<file path="src/rtl/div_pkg.sv">
// Shared types and helpers for the sequential restoring divider.
//   div_state_e    : divider control states (IDLE/RUN/DONE)
//   DIV_DEFAULT_W  : default operand width
//   DIV_MAX_W      : widest value the sign helper handles (2*DATA_WIDTH must fit)
//   div_cnt_w()    : step counter width for a given operand width
//   div_cond_neg() : conditional two's-complement negation (sign fixup)
package div_pkg;

  typedef enum logic [1:0] {
    IDLE = 2'd0,
    RUN  = 2'd1,
    DONE = 2'd2
  } div_state_e;

  localparam int unsigned DIV_DEFAULT_W = 32;
  localparam int unsigned DIV_MAX_W     = 64;

  // Counter must hold DATA_WIDTH-1; keep at least one bit.
  function automatic int unsigned div_cnt_w(input int unsigned w);
    return (w > 1) ? $clog2(w) : 1;
  endfunction

  // Negate v when neg is set; callers zero-extend in and truncate out.
  function automatic logic [DIV_MAX_W-1:0] div_cond_neg(input logic [DIV_MAX_W-1:0] v,
                                                        input logic                 neg);
    return neg ? (~v + DIV_MAX_W'(1)) : v;
  endfunction

endpackage

</file>
<file path="src/rtl/div_step.sv">
// One restoring-division step (combinational).
//   pr_i      : partial remainder (always < divisor)
//   dbit_i    : next dividend bit, MSB first
//   divisor_i : divisor
//   pr_o      : updated partial remainder
//   q_o       : resolved quotient bit
module div_step #(
  parameter int unsigned DATA_WIDTH = 32
) (
  input  logic [DATA_WIDTH:0]   pr_i,
  input  logic                  dbit_i,
  input  logic [DATA_WIDTH-1:0] divisor_i,
  output logic [DATA_WIDTH:0]   pr_o,
  output logic                  q_o
);

  // One extra bit above the shifted value carries the trial-subtract sign.
  logic [DATA_WIDTH+1:0] shifted;
  logic [DATA_WIDTH+1:0] trial;

  always_comb begin
    shifted = {pr_i, dbit_i};
    trial   = shifted - {2'b00, divisor_i};
    q_o     = ~trial[DATA_WIDTH+1];
    pr_o    = q_o ? trial[DATA_WIDTH:0] : shifted[DATA_WIDTH:0];
  end

endmodule

</file>
<file path="src/rtl/seq_divider.sv">
// Iterative radix-2 restoring divider, one quotient bit per clock.
// 2*DATA_WIDTH dividend / DATA_WIDTH divisor -> DATA_WIDTH quotient + remainder.
// Optional feature macro: DIVIDER_SIGNED_EN (two's-complement operands,
// truncating division, one extra cycle to take magnitudes).
// Ports:
//   clk, rst                  : clock, asynchronous active-high reset
//   in_valid/in_ready         : operand handshake (ready only when idle)
//   dividend, divisor         : operands
//   out_valid/out_ready       : result handshake, result held until taken
//   quotient, remainder       : result
//   div_by_zero, overflow     : result flags, valid with out_valid
module seq_divider
  import div_pkg::*;
#(
  parameter int unsigned DATA_WIDTH = DIV_DEFAULT_W
) (
  input  logic                    clk,
  input  logic                    rst,
  input  logic                    in_valid,
  output logic                    in_ready,
  input  logic [2*DATA_WIDTH-1:0] dividend,
  input  logic [DATA_WIDTH-1:0]   divisor,
  output logic                    out_valid,
  input  logic                    out_ready,
  output logic [DATA_WIDTH-1:0]   quotient,
  output logic [DATA_WIDTH-1:0]   remainder,
  output logic                    div_by_zero,
  output logic                    overflow
);

  localparam int unsigned W    = DATA_WIDTH;
  localparam int unsigned W2   = 2 * DATA_WIDTH;
  localparam int unsigned CntW = div_cnt_w(DATA_WIDTH);
  localparam logic [W-1:0] AllOnes = '1;
  localparam logic [W-1:0] MinNeg  = W'(1) << (W - 1);

  div_state_e      state_q;
  logic [CntW-1:0] cnt_q;
  logic [W:0]      pr_q;       // partial remainder
  logic [W-1:0]    lo_q;       // low dividend bits shifting out, quotient bits shifting in
  logic [W-1:0]    dvs_q;
  logic            in_ready_q;
  logic            out_valid_q;
  logic [W-1:0]    quot_q;
  logic [W-1:0]    rem_q;
  logic            dbz_q;
  logic            ovf_q;

  logic [W:0]      pr_d;
  logic            qbit_d;
  logic [W-1:0]    q_raw_d;
  logic [W-1:0]    fin_quot_d;
  logic [W-1:0]    fin_rem_d;
  logic            fin_ovf_d;

`ifdef DIVIDER_SIGNED_EN
  logic            prep_q;     // first RUN cycle converts operands to magnitudes
  logic            neg_q_q;
  logic            neg_r_q;
  logic [W2-1:0]   mag_dvd_d;
  logic [W-1:0]    mag_dvs_d;

  // Raw signed operands sit in {pr_q[W-1:0], lo_q} and dvs_q during the prep cycle.
  always_comb begin
    mag_dvd_d = W2'(div_cond_neg(DIV_MAX_W'({pr_q[W-1:0], lo_q}), pr_q[W-1]));
    mag_dvs_d = W'(div_cond_neg(DIV_MAX_W'(dvs_q), dvs_q[W-1]));
  end
`endif

  div_step #(.DATA_WIDTH(W)) u_step (
    .pr_i      (pr_q),
    .dbit_i    (lo_q[W-1]),
    .divisor_i (dvs_q),
    .pr_o      (pr_d),
    .q_o       (qbit_d)
  );

  // Result of the final step, sign-corrected when signed operation is built in.
  always_comb begin
    q_raw_d    = {lo_q[W-2:0], qbit_d};
    fin_quot_d = q_raw_d;
    fin_rem_d  = pr_d[W-1:0];
    fin_ovf_d  = 1'b0;
`ifdef DIVIDER_SIGNED_EN
    fin_quot_d = W'(div_cond_neg(DIV_MAX_W'(q_raw_d), neg_q_q));
    fin_rem_d  = W'(div_cond_neg(DIV_MAX_W'(pr_d[W-1:0]), neg_r_q));
    if (neg_q_q ? (q_raw_d > MinNeg) : q_raw_d[W-1]) begin
      fin_ovf_d  = 1'b1;
      fin_quot_d = MinNeg;
      fin_rem_d  = '0;
    end
`endif
  end

  // Control FSM, datapath and registered outputs.
  always_ff @(posedge clk or posedge rst) begin
    if (rst) begin
      state_q     <= IDLE;
      cnt_q       <= '0;
      pr_q        <= '0;
      lo_q        <= '0;
      dvs_q       <= '0;
      in_ready_q  <= 1'b0;
      out_valid_q <= 1'b0;
      quot_q      <= '0;
      rem_q       <= '0;
      dbz_q       <= 1'b0;
      ovf_q       <= 1'b0;
`ifdef DIVIDER_SIGNED_EN
      prep_q      <= 1'b0;
      neg_q_q     <= 1'b0;
      neg_r_q     <= 1'b0;
`endif
    end else begin
      case (state_q)
        IDLE: begin
          in_ready_q <= 1'b1;
          if (in_valid && in_ready_q) begin
            in_ready_q <= 1'b0;
            if (divisor == '0) begin
              state_q     <= DONE;
              out_valid_q <= 1'b1;
              dbz_q       <= 1'b1;
              ovf_q       <= 1'b0;
              quot_q      <= AllOnes;
              rem_q       <= dividend[W-1:0];
`ifdef DIVIDER_SIGNED_EN
            end else begin
              state_q <= RUN;
              prep_q  <= 1'b1;
              pr_q    <= {1'b0, dividend[W2-1:W]};
              lo_q    <= dividend[W-1:0];
              dvs_q   <= divisor;
            end
`else
            end else if (dividend[W2-1:W] >= divisor) begin
              state_q     <= DONE;
              out_valid_q <= 1'b1;
              dbz_q       <= 1'b0;
              ovf_q       <= 1'b1;
              quot_q      <= AllOnes;
              rem_q       <= '0;
            end else begin
              state_q <= RUN;
              cnt_q   <= CntW'(W - 1);
              pr_q    <= {1'b0, dividend[W2-1:W]};
              lo_q    <= dividend[W-1:0];
              dvs_q   <= divisor;
            end
`endif
          end
        end

        RUN: begin
`ifdef DIVIDER_SIGNED_EN
          if (prep_q) begin
            prep_q  <= 1'b0;
            neg_q_q <= pr_q[W-1] ^ dvs_q[W-1];
            neg_r_q <= pr_q[W-1];
            // Magnitude quotient >= 2^W can never fit either signed range.
            if (mag_dvd_d[W2-1:W] >= mag_dvs_d) begin
              state_q     <= DONE;
              out_valid_q <= 1'b1;
              dbz_q       <= 1'b0;
              ovf_q       <= 1'b1;
              quot_q      <= MinNeg;
              rem_q       <= '0;
            end else begin
              cnt_q <= CntW'(W - 1);
              pr_q  <= {1'b0, mag_dvd_d[W2-1:W]};
              lo_q  <= mag_dvd_d[W-1:0];
              dvs_q <= mag_dvs_d;
            end
          end else begin
`else
          begin
`endif
            pr_q <= pr_d;
            lo_q <= q_raw_d;
            if (cnt_q == '0) begin
              state_q     <= DONE;
              out_valid_q <= 1'b1;
              dbz_q       <= 1'b0;
              ovf_q       <= fin_ovf_d;
              quot_q      <= fin_quot_d;
              rem_q       <= fin_rem_d;
            end else begin
              cnt_q <= cnt_q - CntW'(1);
            end
          end
        end

        DONE: begin
          if (out_ready) begin
            out_valid_q <= 1'b0;
            state_q     <= IDLE;
          end
        end

        default: begin
          state_q <= IDLE;
        end
      endcase
    end
  end

  assign in_ready    = in_ready_q;
  assign out_valid   = out_valid_q;
  assign quotient    = quot_q;
  assign remainder   = rem_q;
  assign div_by_zero = dbz_q;
  assign overflow    = ovf_q;

endmodule
</file>
<file path="config.mk">
export PLATFORM = sky130hd
export DESIGN_NAME = seq_divider
export DESIGN_NICKNAME = d
export VERILOG_FILES = /design/src/rtl/div_pkg.sv /design/src/rtl/div_step.sv /design/src/rtl/seq_divider.sv
export SDC_FILE = /design/constraint.sdc
export NUM_CORES = 1
export LEC_CHECK = 0
export ABC_AREA = 0
export CAP_MARGIN = 20
export CELL_PAD_IN_SITES_DETAIL_PLACEMENT = 1
export CELL_PAD_IN_SITES_GLOBAL_PLACEMENT = 2
export CORE_AREA = 8 8 199 201
export DETAILED_ROUTE_END_ITERATION = 12
export DIE_AREA = 0 0 207 209
export GPL_TIMING_DRIVEN = 0
export PLACE_DENSITY = 0.81
export SKIP_CTS_REPAIR_TIMING = 1
export SLEW_MARGIN = 10
export SYNTH_ARGS = -nofsm -noshare
export SYNTH_HDL_FRONTEND = slang
export SYNTH_SLANG_ARGS = --single-unit
</file>
<file path="constraint.sdc">
create_clock -name clk -period 5.8 [get_ports clk]
set_input_delay 1.16 -clock clk [delete_from_list [all_inputs] [get_ports clk]]
set_output_delay 1.16 -clock clk [all_outputs]
set_load 0.005 [all_outputs]
</file>
==> flow_summary_export.csv <==
group,metric,value,unit
status,status,"finished clean",
cells_and_area,n_fill_cell,4293,
sta,hold_viol_final,0,
critical_path,ff2ff_path_depth,9,
critical_path,reg2reg_slack,2.20,ns
sta,fin_crit,5.33,ns
floorplan,initial_core_util,29.6,%
clock_network,htreeDepth,4,
pwr,ir_drop,250,uV
cells_and_area,areaGrowthSynthToFinish,27.3,%
sta,fin_ws,0.473,ns
sta,fin_crit_sh,91.8,%
detailed_routing,routed_wl,43.0,mm
critical_path,critical_path_class,"in -> reg",
floorplan,core,36300,sq um
critical_path,required,6.09,ns
synth,synth_cell_types,69,
grt,grt_pass1_vias,10790,
critical_path,timing.rr.start,"state_q[0]",
clock_network,cts_tree,"yes",
sta,fmax,0.188,GHz
clock_network,cts_buffers,17,
sta,setup_viol,0,
place,globalplace.congestion,0.881,
synth,ys_ff_latch,172,
clock_network,path_clk_slew,0.07,ns
grt,grt_pass1_wl,66.8,mm
critical_path,end_kind,"flop",
grt,grt_max_degree,37,
min_path,min_path_type,"reg -> reg",
clock_network,clock-sinks,172,
clock_network,clock-root-buffer,"clkbuf_16",
sta,relSlewSlack,38.9,%
synth,synth-edff-count,0,
detailed_routing,vias,10296,
cells_and_area,drive_gt1_share,4.68,%
synth,syn_avg_cell_area,8.45,sq um
grt,antenna_found_initial,0,
synth,ys_dominant_reg_cell,"dfrtp_1",
critical_path,cp-endpoint,"lo_q[24]",
critical_path,r2r-end,"lo_q[24]",
floorplan,dieWidth,207,microns
sta,fin_skew,0.0116,ns
cells_and_area,multi_input_area,5840,sq um
critical_path,worstSetupStartpointType,"input pin",
synth,synth.cell_area,10700,sq um
synth,synth_warnings,0,
synth,synth.top_cell.area_share,40.1,%
grt,grt_usage,19.7,%
floorplan,die_area,43300,sq um
detailed_routing,drtIter0Drc,675,
cells_and_area,fin_util,37.7,%
grt,grt_overflow_total,0,
place,io_buffers,167,
cells_and_area,layout.area.seq,4300,sq um
critical_path,cp_max_fo,10,
cells_and_area,fin_nets,1633,
place,detailedPlace.worstSlack,-0.0183,ns
pwr,pwr_density_cell,669,nW/um^2
synth,syn_nets,1442,
detailed_routing,wl_per_cell,22.1,microns
critical_path,crit_start,"divisor[0]",
floorplan,fp-row-count,70,
clock_network,clk_latency,0.45,ns
cells_and_area,antenna_cells,0,
sta,rsz0062_at_grt,"false",
detailed_routing,via_per_inst,5.30,
floorplan,die_h,209,microns
synth,async_flop_share,100,%
flow_run,cap_violations,0,
cells_and_area,stdcell_count,1943,
place,dpl.cell_count,1912,
sta,slew_violations,0,
detailed_routing,drt-pass1-iter-count,7,
sta,worstMarginPinSlew,0.917,ns
detailed_routing,post-route-drc-count,0,
sta,tns,0,ns
clock_network,cts_buffer_depth,2,
synth,synthTopCellsByArea,"dfrtp_1 40%, ha_1 8.0%, o21ai_0 7.6%, nand2_1 7.1%, a21oi_1 4.4%",
synth,synthCells,1272,
synth,synth_top_cell_by_area,"dfrtp_1",
detailed_routing,ant_nets,0,
pwr,power.total,9.15,mW
synth,seq_area_frac_synth,40.1,%
pwr,p_leak,6.02,nW
floorplan,top_level_ports,168,
critical_path,worstPathArrival,5.62,ns
place,hpwl,35.3,mm
-- report_power, final --
part	internal (mW)	switching, mW	total, mW	leakage, nW
Clock	0.616	0.536	1.15	0.272
Sequential	1.75	0.415	2.16	2.12
Combinational	2.24	3.60	5.83	3.63
Total	4.60	4.55	9.15	6.02
-- stage by stage --
step	cell area, sq um	hold slack [ns]
6_report	13700	0.467
5_1_grt	13700	0.496
4_1_cts	13700	0.472
2_1_floorplan	10700	0.463
3_5_place_dp	13100	0.457
3_3_place_gp	13000	0.454
-- critical path: stages --
cell and delay (ns):
clkdlybuf4s50_1 0.62, ha_1 0.39, nor2b_1 0.04, o21ai_0 0.28, a31oi_1 0.18, o211ai_1 0.55
a211oi_2 0.29, nor2_1 0.70, clkbuf_1 0.59, clkbuf_1 0.61, o21ai_0 0.21
-- sequential cells by signal, summed over array words and instances (netlist names) --
name         flops
pr_q            33
in_ready         1
quotient        32
lo_q            32
div_by_zero      1
cnt_q            5
out_valid        1
state_q          2
remainder       32
dvs_q           32
overflow         1
-- cells in the final DEF (no fill, tap or decap), types with 16 or more instances in the layout --
cell type | synthesis | layout
nand2_1 | 203 | 203
xnor2_1 | 17 | 17
clkbuf_16 | 0 | 17
ha_1 | 69 | 69
nor2_1 | 61 | 61
mux2i_1 | 38 | 38
clkbuf_1 | 49 | 49
o21ai_0 | 164 | 164
a21oi_1 | 95 | 95
inv_1 | 78 | 77
clkdlybuf4s50_1 | 0 | 167
nor3_1 | 18 | 18
nand3_1 | 20 | 20
and3_1 | 42 | 42
o21ai_1 | 16 | 16
dfrtp_1 | 172 | 172
-- layout make-up --
cell class / instances / share of cell area [%]
clock buffer: 19 / 3.31
timing repair buffer: 172 / 13.0
buffer: 73 / 2.24
tap: 468 / 4.28
sequential: 172 / 31.5
multi-input combinational: 949 / 42.7
inverter: 78 / 2.17
clock inverter: 12 / 0.842
-- synth_stat cells, types with 3 or more instances --
master and count:
ha_1 69, a21o_1 11, nor4_1 10, a22oi_1 13, o21ai_1 16, or3_1 5, nand3_1 20, buf_2 13
and2_1 6, a211oi_2 3, a31oi_1 14, a21oi_1 95, a221oi_1 13, a211oi_1 12, dfrtp_1 172, o211ai_1 10
clkbuf_1 49, a2bb2oi_1 3, mux2i_1 38, a211o_1 4, and3_1 42, inv_1 78, o21a_1 11, o41ai_1 3
nor2b_1 11, and4_1 7, nand2b_1 6, xor2_1 14, nand4_1 5, nor3_1 18, buf_1 8, o31ai_1 4
xnor2_1 17, o22ai_1 4, o21ai_0 164, nor2_1 61, nand2_1 203
-- per-layer routing --
metal	routed length, microns	up-vias	part of all wire, %	global-route usage (%)
li1	-	4882	-	-
met1	20000	5152	47	25.8
met2	20700	216	48	33.6
met3	1380	46	3.2	2.66
met4	911	0	2.1	6.04
met5	0	-	0	0
-- cell families after synthesis --
logic type / Yosys count / synth area share, %
DFF: 172 / 40.1
buffers and inverters: 151 / 5.58
adders and majority gates: 70 / 8.22
AOI/OAI and AO/OA: 402 / 22.3
and+or+nand+nor: 405 / 17.3
muxes: 40 / 3.78
xor gates and xnor gates: 32 / 2.78
-- worst min-delay path by stage --
stage               slack, ns           end  depth (start not counted)          from
finish                   0.47  quotient[23]                          2  quotient[23]
global route             0.50  quotient[29]                          2  quotient[29]
CTS                      0.47   quotient[3]                          2   quotient[3]
detailed placement       0.46   quotient[3]                          2   quotient[3]
global placement         0.45  quotient[24]                          2  quotient[24]
floorplan                0.46  quotient[10]                          2  quotient[10]
Note: power is estimated with default switching activity, not from simulation.
